--- config.mk ---
export PLATFORM = sky130hd
export DESIGN_NAME = main_decoder
export DESIGN_NICKNAME = d
export VERILOG_FILES = /design/src/rtl/main_decoder_pkg.sv /design/src/rtl/main_decoder_comb.sv /design/src/rtl/main_decoder.sv
export SDC_FILE = /design/constraint.sdc
export NUM_CORES = 1
export LEC_CHECK = 0
export ABC_AREA = 1
export CORE_MARGIN = 2
export CORE_UTILIZATION = 40
export DETAILED_ROUTE_END_ITERATION = 10
export GPL_TIMING_DRIVEN = 0
export PLACE_DENSITY = 0.89
export SLEW_MARGIN = 20
export SYNTH_ARGS = -nofsm -noshare
export SYNTH_HDL_FRONTEND = slang
export SYNTH_SLANG_ARGS = --single-unit
--- constraint.sdc ---
create_clock -name CLK -period 1.7 [get_ports CLK]
set_input_delay 0.17 -clock CLK [delete_from_list [all_inputs] [get_ports CLK]]
set_output_delay 0.17 -clock CLK [all_outputs]
set_load 0.05 [all_outputs]
--- src/rtl/main_decoder_pkg.sv ---
// Shared encodings for the RV32I main control decoder: opcodes, control-word
// layout and the canned control words for each supported instruction class.
package main_decoder_pkg;

  localparam logic [6:0] OP_LW    = 7'b0000011;
  localparam logic [6:0] OP_SW    = 7'b0100011;
  localparam logic [6:0] OP_RTYPE = 7'b0110011;
  localparam logic [6:0] OP_BEQ   = 7'b1100011;
  localparam logic [6:0] OP_ITYPE = 7'b0010011;
  localparam logic [6:0] OP_JAL   = 7'b1101111;

  typedef enum logic [1:0] {
    IMM_I = 2'b00,
    IMM_S = 2'b01,
    IMM_B = 2'b10,
    IMM_J = 2'b11
  } immsrc_e;

  typedef enum logic [1:0] {
    RES_ALU = 2'b00,
    RES_MEM = 2'b01,
    RES_PC4 = 2'b10
  } rsltsrc_e;

  typedef enum logic [1:0] {
    ALUOP_ADD   = 2'b00,
    ALUOP_SUB   = 2'b01,
    ALUOP_FUNCT = 2'b10
  } aluop_e;

  // Field order is the architectural bit order of the 11-bit control word.
  typedef struct packed {
    logic     regwrite;
    immsrc_e  immsrc;
    logic     alusrc;
    logic     memwrite;
    rsltsrc_e rsltsrc;
    logic     branch;
    aluop_e   aluop;
    logic     jump;
  } ctrl_t;

  localparam ctrl_t CTRL_LW    = ctrl_t'(11'b1_00_1_0_01_0_00_0);
  localparam ctrl_t CTRL_SW    = ctrl_t'(11'b0_01_1_1_00_0_00_0);
  localparam ctrl_t CTRL_RTYPE = ctrl_t'(11'b1_00_0_0_00_0_10_0);
  localparam ctrl_t CTRL_BEQ   = ctrl_t'(11'b0_10_0_0_00_1_01_0);
  localparam ctrl_t CTRL_ITYPE = ctrl_t'(11'b1_00_1_0_00_0_10_0);
  localparam ctrl_t CTRL_JAL   = ctrl_t'(11'b1_11_0_0_10_0_00_1);
  localparam ctrl_t CTRL_NOP   = ctrl_t'(11'b0_00_0_0_00_0_00_0);

endpackage

--- src/rtl/main_decoder_comb.sv ---
// Pure combinational opcode lookup. Anything outside the supported set,
// including unknown bits, decodes to the NOP word with the illegal flag set.
module main_decoder_comb
  import main_decoder_pkg::*;
(
  input  logic [6:0] op,
  output ctrl_t      ctrl,
  output logic       illegal
);

  // Opcode to control-word table
  always_comb begin
    ctrl    = CTRL_NOP;
    illegal = 1'b0;
    case (op)
      OP_LW:    ctrl = CTRL_LW;
      OP_SW:    ctrl = CTRL_SW;
      OP_RTYPE: ctrl = CTRL_RTYPE;
      OP_BEQ:   ctrl = CTRL_BEQ;
      OP_ITYPE: ctrl = CTRL_ITYPE;
      OP_JAL:   ctrl = CTRL_JAL;
      default: begin
        ctrl    = CTRL_NOP;
        illegal = 1'b1;
      end
    endcase
  end

endmodule

--- src/rtl/main_decoder.sv ---
// RV32I main control decoder with registered outputs; doubles as the control
// half of the decode pipeline register (reset > flush > enable > hold).
module main_decoder
  import main_decoder_pkg::*;
(
  input  logic       CLK,
  input  logic       RST,
  input  logic       EN,
  input  logic       FLUSH,
  input  logic [6:0] OP,
  output logic [1:0] RSLTSRC,
  output logic       MEMWRITE,
  output logic       BRANCH,
  output logic       ALUSRC,
  output logic       REGWRITE,
  output logic       JUMP,
  output logic [1:0] IMMSRC,
  output logic [1:0] ALUOP,
  output logic       ILLEGAL
);

  ctrl_t ctrl_dec;
  logic  illegal_dec;
  ctrl_t ctrl_d, ctrl_q;
  logic  illegal_d, illegal_q;

  main_decoder_comb u_comb (
    .op      (OP),
    .ctrl    (ctrl_dec),
    .illegal (illegal_dec)
  );

  // Next-state selection for the output register
  always_comb begin
    ctrl_d    = ctrl_q;
    illegal_d = illegal_q;
    if (RST) begin
      ctrl_d    = CTRL_NOP;
      illegal_d = 1'b0;
    end else if (FLUSH) begin
      ctrl_d    = CTRL_NOP;
      illegal_d = 1'b0;
    end else if (EN) begin
      ctrl_d    = ctrl_dec;
      illegal_d = illegal_dec;
    end else begin
      ctrl_d    = ctrl_q;
      illegal_d = illegal_q;
    end
  end

  // Output register
  always_ff @(posedge CLK) begin
    ctrl_q    <= ctrl_d;
    illegal_q <= illegal_d;
  end

  assign REGWRITE = ctrl_q.regwrite;
  assign IMMSRC   = ctrl_q.immsrc;
  assign ALUSRC   = ctrl_q.alusrc;
  assign MEMWRITE = ctrl_q.memwrite;
  assign RSLTSRC  = ctrl_q.rsltsrc;
  assign BRANCH   = ctrl_q.branch;
  assign ALUOP    = ctrl_q.aluop;
  assign JUMP     = ctrl_q.jump;
  assign ILLEGAL  = illegal_q;

endmodule

* Word-level counts from Yosys, hierarchy flattened
Index checks and enable logic that the tools add are counted. Widths: inputs -> output; s select.
Cells by class: equal/unequal tests 6, muxes and demuxes 2, reduce and logical (&&, ||, !) cells 2
Operators by type and width (number):
- $pmux 11 s6 | 1
- $eq 7x6->1 const B | 2
- $eq 7x7->1 const B | 2
- $eq 7x2->1 const B | 1
- $eq 7x5->1 const B | 1
- $reduce_or 6->1 | 1
- $reduce_or 2->1 | 1
- $mux 1 | 1
Word-level totals: flip-flop bits (word level) 12

* Longest topological paths before layout
Gate-level depths: netlist of the first run.
depth in word-level cells 3, depth in mapped cells 7, gate-level depth less buffers 7

* Cells and area by module
From an unflattened synthesis of the first run, not the netlist that was laid out.
Unflattened totals: cell total of the unflattened synthesis 110, area, all modules 661.9 µm²
Modules (own cells, without submodules):
- main_decoder | instances 1, area each 504.2 µm², cells an instance 76, sequential area each 240.2 µm²
- main_decoder_comb | instances 1, area each 157.7 µm², cells an instance 34, sequential area each 0.0 µm²

* Worst setup path before layout of the first run
Ideal clock, no wire load.
path kind register to output, start register ctrl_q, in the netlist RSLTSRC[1], end output RSLTSRC[1], arrival 0.913 ns, path buffers 1, slack 0.617 ns, cell stages (with the launch flop) 2, cell sequence dfxtp_1 > buf_4
RTL lines:
- from (decl) | line main_decoder.sv:24 | ctrl_t ctrl_d, ctrl_q;
- from (signal assigned) | line main_decoder.sv:54 | ctrl_q <= ctrl_d;
- to (decl) | line main_decoder.sv:11 | output logic [1:0] RSLTSRC,
No word-level cell between the ends.

==> out/qor.yml, run 1 <==
run_status:
  outcome: "finished clean"
yosys:
  netlist_area_um2: 519.2
  synth_cell_type_count: 16
  ys_async_sr_fraction: 0
  ys_seq_area_frac: 0.3855
  syn_area_per_cell_um2: 6.832
  yosysWarningCount: 0
  synth_edf_count: 0
  synth.top_cells.by_area: "dfxtp_1 (39%), nand2_1 (10%), nor2_1 (10%)"
  yosys.area.top_type: "dfxtp_1"
  synth_top_area_frac: 0.3855
  yosys_register_bits: 10
  synth_nets: 87
  synth_ff_type: "dfxtp_1"
  synthCells: 76
  synth_common_cells: "nand2_1 (14), nor2_1 (14), dfxtp_1 (10)"
cells_and_area:
  layout-drive-gt1-share: 0.1765
  diodes: 0
  area_delta_synth_final_pct: 52.29
  fin_cells: 116
  fin_nets: 114
detailed_routing:
  antenna_left: 0
  post_drt_wl_per_cell_um: 10.84
  drc_errors: 0
  vias_per_cell: 4.819
  drtIter0Drc: 10
  dr_total_vias: 559
  wl_um: 1257
  drt_first_pass_iters: 4
global_routing:
  grt_usage: 0.2028
  grt_pass1_wl_um: 2056
  grt_pass1_vias: 537
  grt_overflow: 0
  grt_max_degree: 11
  antenna_found_initial: 0
clock_network:
  holdBufCountCts: 0
  cts_tree: "done"
  cts_buffers: 3
  htreeDepth: 1
  clock-sinks: 10
  cts.path.max_buffers: 2
  clk_latency_ns: 0.27
  clock-root-buffer: "clkbuf_4"
  clk_pin_slew_ns: 0.07
setup_path:
  crit_path_start: "ALUOP[0]"
  path_class: "flop to output port"
  slowest_delay_ns: 0.82
  cp.buffers_inverters: 1
  path_max_fanout: 3
  required_ns: 1.53
  cp-end-kind: "output port"
  slowest_stage: "clkdlybuf4s50_1"
  cp_cell_sequence: "clkdlybuf4s50_1"
  r2r-start: "REGWRITE"
  startpoint_type: "flop"
  cp.arrival_ns: 1.45
  cp_top_family: "buffers and inverters"
placed_design:
  place_ws_ns: 0.3001
  port_buffers: 22
  placed_cells: 112
  dp_hpwl_um: 1014
  gp_congestion: 0.8628
floorplan:
  start_util: 0.4491
  die_w_um: 40.03
  die_area_mm2: 0.001602
  core_area_mm2: 0.001156
  rows: 12
  fp.dieH_um: 40.03
  ioPinCount: 23
flow_run:
  drv_cap: 0
pwr:
  power_leakage_nw: 0.3580
  ir_worst_vdd_v: 0.0004372
  p_per_area_mw_per_mm2: 702.2
min_path:
  hold_start: "MEMWRITE"
  worstHoldPathType: "flop to flop"
sta:
  tns_ns: 0
  worst_slack_ns: 0.08488
  maxSlewHeadroom: 0.6664
  worst_pin_slew_ns: 0.4989
  post-route-period-util: 0.9501
  fin_crit_ns: 1.615
  rsz0062_at_grt: "false"
  setup_viol: 0
  clock.fmax_mhz: 619.1
  skew_ns: 0
  drv_slew: 0
  report.final.hold_viol_count: 0
## report_power, final
group	leakage [nW]	internal (W)	total [W]	switching, W
logic	0.256	0.0000415	0.0000957	0.0000542
clock network	0.0210	0.000130	0.000219	0.0000886
registers	0.0811	0.000238	0.000241	0.00000241
## kinds of logic after synthesis
kind of cell | count (synthesis) | synth area share
AO/OA/AOI/OAI | 12 | 0.1229
buffers and inverters | 14 | 0.1301
flip-flops | 10 | 0.3855
AND/OR/NAND/NOR | 40 | 0.3614
## path summary, 6_finish.rpt
check	to	slack [ns]	cells after the start
max reg2reg	REGWRITE	1.01	4
min reg2reg	MEMWRITE	0.47	2
min	MEMWRITE	0.47	2
max	BRANCH	0.08	1
## state kept, by name (all words and copies together) (netlist names)
| signal | cells |
|---|---|
| RSLTSRC | 2 |
| IMMSRC | 2 |
| REGWRITE | 1 |
| ALUSRC | 1 |
| ILLEGAL | 1 |
| ALUOP | 2 |
| MEMWRITE | 1 |
## worst reg2reg max path, stage by stage, from the launching register on
cell and delay, ns:
dfxtp_1 0.31, inv_1 0.05, nor2_1 0.03, nor2_1 0.14, a21oi_2 0.06
## cell type report
| type | instances | area (um^2) |
|---|---|---|
| tap | 14 | 17.52 |
| sequential | 10 | 200.2 |
| clock buffer | 4 | 36.28 |
| inverter | 11 | 41.29 |
| multi-input combinational | 52 | 251.5 |
| timing repair buffer | 22 | 217.7 |
| buffer | 3 | 26.28 |
| fill | 102 | 365.4 |
## cell usage in the layout (no fill, tap or decap)
cell type / count
a21oi_1: 6
clkdlybuf4s50_1: 20
dlygate4sd2_1: 2
inv_2: 3
o21ai_1: 1
inv_1: 8
buf_6: 1
nand2_2: 3
nor2_4: 2
clkbuf_8: 1
nor2_2: 1
clkbuf_4: 3
nor2_1: 14
a21oi_2: 1
nand2_1: 14
nand3_2: 1
o21ai_0: 4
dfxtp_1: 10
nand3_1: 5
buf_4: 2
## stage by stage
step	instance area (um^2)	hold slack, ns	power [W]	util
final	790.8	0.4748	0.0005553	0.6840
after global routing	790.8	0.4934	0.0005788	0.6840
after CTS	790.8	0.4744	0.0005618	0.6840
after detailed placement	757.0	0.4647	0.0003421	0.6548
after global placement	757.0	0.4561	0.0003399	0.6548
after floorplan	519.2	0.3478	0.0002987	-
## what timing repair did
action / 4_1_cts / 5_1_grt
setup endpoints to repair: 2 / 0
resized for setup: 2 / 0
buffers inserted: 0 / 0
## metal layers
layer  share of wire  track usage  vias up  routed length [um]
li1                -            -      288                   -
met1            0.36       0.1966      245                 450
met2            0.54       0.3468       22                 680
met3           0.072      0.08333        4                  90
met4           0.028       0.1379        0                  35
met5               0            0        -                   0
Power figures use the tool's default switching activity.
==> inputs of run 2 (changes only) <==
--- a/config.mk
+++ b/config.mk
@@ -6,11 +6,12 @@
 export NUM_CORES = 1
 export LEC_CHECK = 0
 export ABC_AREA = 1
-export CORE_MARGIN = 2
-export CORE_UTILIZATION = 40
+export CORE_AREA = 2 2 39 41
 export DETAILED_ROUTE_END_ITERATION = 10
+export DIE_AREA = 0 0 41 43
 export GPL_TIMING_DRIVEN = 0
-export PLACE_DENSITY = 0.89
+export PLACE_DENSITY = 0.87
+export SKIP_CTS_REPAIR_TIMING = 1
 export SLEW_MARGIN = 20
 export SYNTH_ARGS = -nofsm -noshare
 export SYNTH_HDL_FRONTEND = slang
==> run 2 against run 1 <==
Net effect: global-route usage down 4.7 points; clock skew unchanged; via count shrank 3.8%; cell count grew 1.7%; critical path depth is the same; non-clock buffer count stayed put; clock power is essentially flat; setup slack better by 0.011 ns; wire length decreased by 7.2%; sequential cell count stayed put; final area grew 1.3%; power up 0.70%; critical path type unchanged; largest cell class is now buffers.
==> out/qor.yml, run 2 (synthesis results as in run 1) <==
setup_path:
  cp_cell_sequence: "clkdlybuf4s50_1"
  path_max_fanout: 3
  cp.buffers_inverters: 1
  r2r_setup_slack_ns: 1.01
  cp.arrival_ns: 1.43
  required_ns: 1.53
  path_class: "flop to output port"
  reg2reg_depth: 4
  reg2reg_to: "REGWRITE"
  startpoint_type: "flop"
  r2r-start: "REGWRITE"
  cp-end-kind: "output port"
  slowest_stage: "clkdlybuf4s50_1"
  slowest_delay_ns: 0.81
  cp_top_family: "buffers and inverters"
sta:
  drv_slew: 0
  worst_pin_slew_ns: 0.4971
  setup_viol: 0
  rsz0062_at_grt: "false"
  worst_slack_ns: 0.09607
  report.final.hold_viol_count: 0
  maxSlewHeadroom: 0.6676
  clock.fmax_mhz: 623.5
  post-route-period-util: 0.9435
  skew_ns: 0
  fin_crit_ns: 1.604
cells_and_area:
  area_delta_synth_final_pct: 54.22
  diodes: 0
  fin_nets: 114
  final_util: 0.5787
  layout_commonest_cell: "clkdlybuf4s50_1"
  layout-drive-gt1-share: 0.1765
  postLayoutCellArea_um2: 800.8
  final_cell_mix: "clkdlybuf4s50_1 (20), nand2_1 (14), nor2_1 (14), dfxtp_1 (10), inv_1 (8)"
clock_network:
  htreeDepth: 1
  cts.path.max_buffers: 2
  clk_latency_ns: 0.27
  clock-root-buffer: "clkbuf_4"
  clk_pin_slew_ns: 0.07
  clock-sinks: 10
  cts_tree: "done"
  cts_buffers: 3
detailed_routing:
  vias_per_cell: 4.559
  dr_total_vias: 538
  wl_um: 1166
  drtIter0Drc: 4
  post_drt_wl_per_cell_um: 9.881
  drc_errors: 0
  drt_first_pass_iters: 4
  antenna_left: 0
floorplan:
  die_area_mm2: 0.001763
  ioPinCount: 23
  fp.dieH_um: 43
  core_area_mm2: 0.001384
  rows: 14
  die_w_um: 41
  start_util: 0.3752
global_routing:
  grt_pass1_wl_um: 1849
  antenna_found_initial: 0
  grt_usage: 0.1559
  grt_max_degree: 11
  grt_overflow: 0
  grt_pass1_vias: 466
placed_design:
  gp_congestion: 0.8491
  port_buffers: 22
  dp_hpwl_um: 890.8
  place_ws_ns: 0.3068
  place_area_um2: 759.5
min_path:
  holdPathStages: 2
  min_to: "MEMWRITE"
  worstHoldPathType: "flop to flop"
  hold_start: "MEMWRITE"
pwr:
  finalPower_w: 0.0005591
  p_per_area_mw_per_mm2: 698.2
  ir_worst_vdd_v: 0.0004148
  power_leakage_nw: 0.3850
flow_run:
  drv_cap: 0
run_status:
  outcome: "finished clean"
run 2: cell types whose count changed in the layout (fill, tap and decap cells not counted), sizes merged:
cell          delta
dlymetal6s2s     +2
dlygate4sd2      -2
run 2: worst max path at each step:
stage / from / endpoint / slack [ns] / cells past startpoint
3_5_place_dp: RSLTSRC[1] / RSLTSRC[1] / 0.31 / 2
3_3_place_gp: RSLTSRC[1] / RSLTSRC[1] / 0.31 / 2
4_1_cts: RSLTSRC[1] / RSLTSRC[1] / -0.0006 / 2
6_report: RSLTSRC[1] / JUMP / 0.1 / 1
5_1_grt: RSLTSRC[1] / JUMP / 0.05 / 1
2_1_floorplan: RSLTSRC[1] / RSLTSRC[1] / 0.62 / 1
run 2: per-layer routing:
metal	up-vias	routed length (um)	global-route usage
met2	19	575	0.2344
met3	4	65	0.03665
met1	229	501	0.1909
met4	0	23	0.09333
met5	-	0	0
li1	286	-	-
run 2: power breakdown:
group,switching [W],internal [W]
Combinational,0.0000545,0.0000419
Clock,0.0000919,0.000130
Sequential,0.00000224,0.000238
run 2: area by class of cell:
| cell class | count | area, um^2 |
|---|---|---|
| fillers | 127 | 583.1 |
| multi-input cells | 52 | 251.5 |
| repair buffers | 22 | 225.2 |
| flip-flops and latches | 10 | 200.2 |
| inverters | 11 | 41.29 |
| clock buffers | 4 | 36.28 |
| plain buffers | 3 | 26.28 |
| well taps | 16 | 20.02 |
run 2: per-stage QoR:
step	std cells	hold slack [ns]	TNS (ns)
6_report	118	0.4636	0
5_1_grt	118	0.5077	0
4_1_cts	118	0.4693	-0.0006460
3_5_place_dp	114	0.4591	0
3_3_place_gp	114	0.4603	0
2_1_floorplan	76	0.3478	0
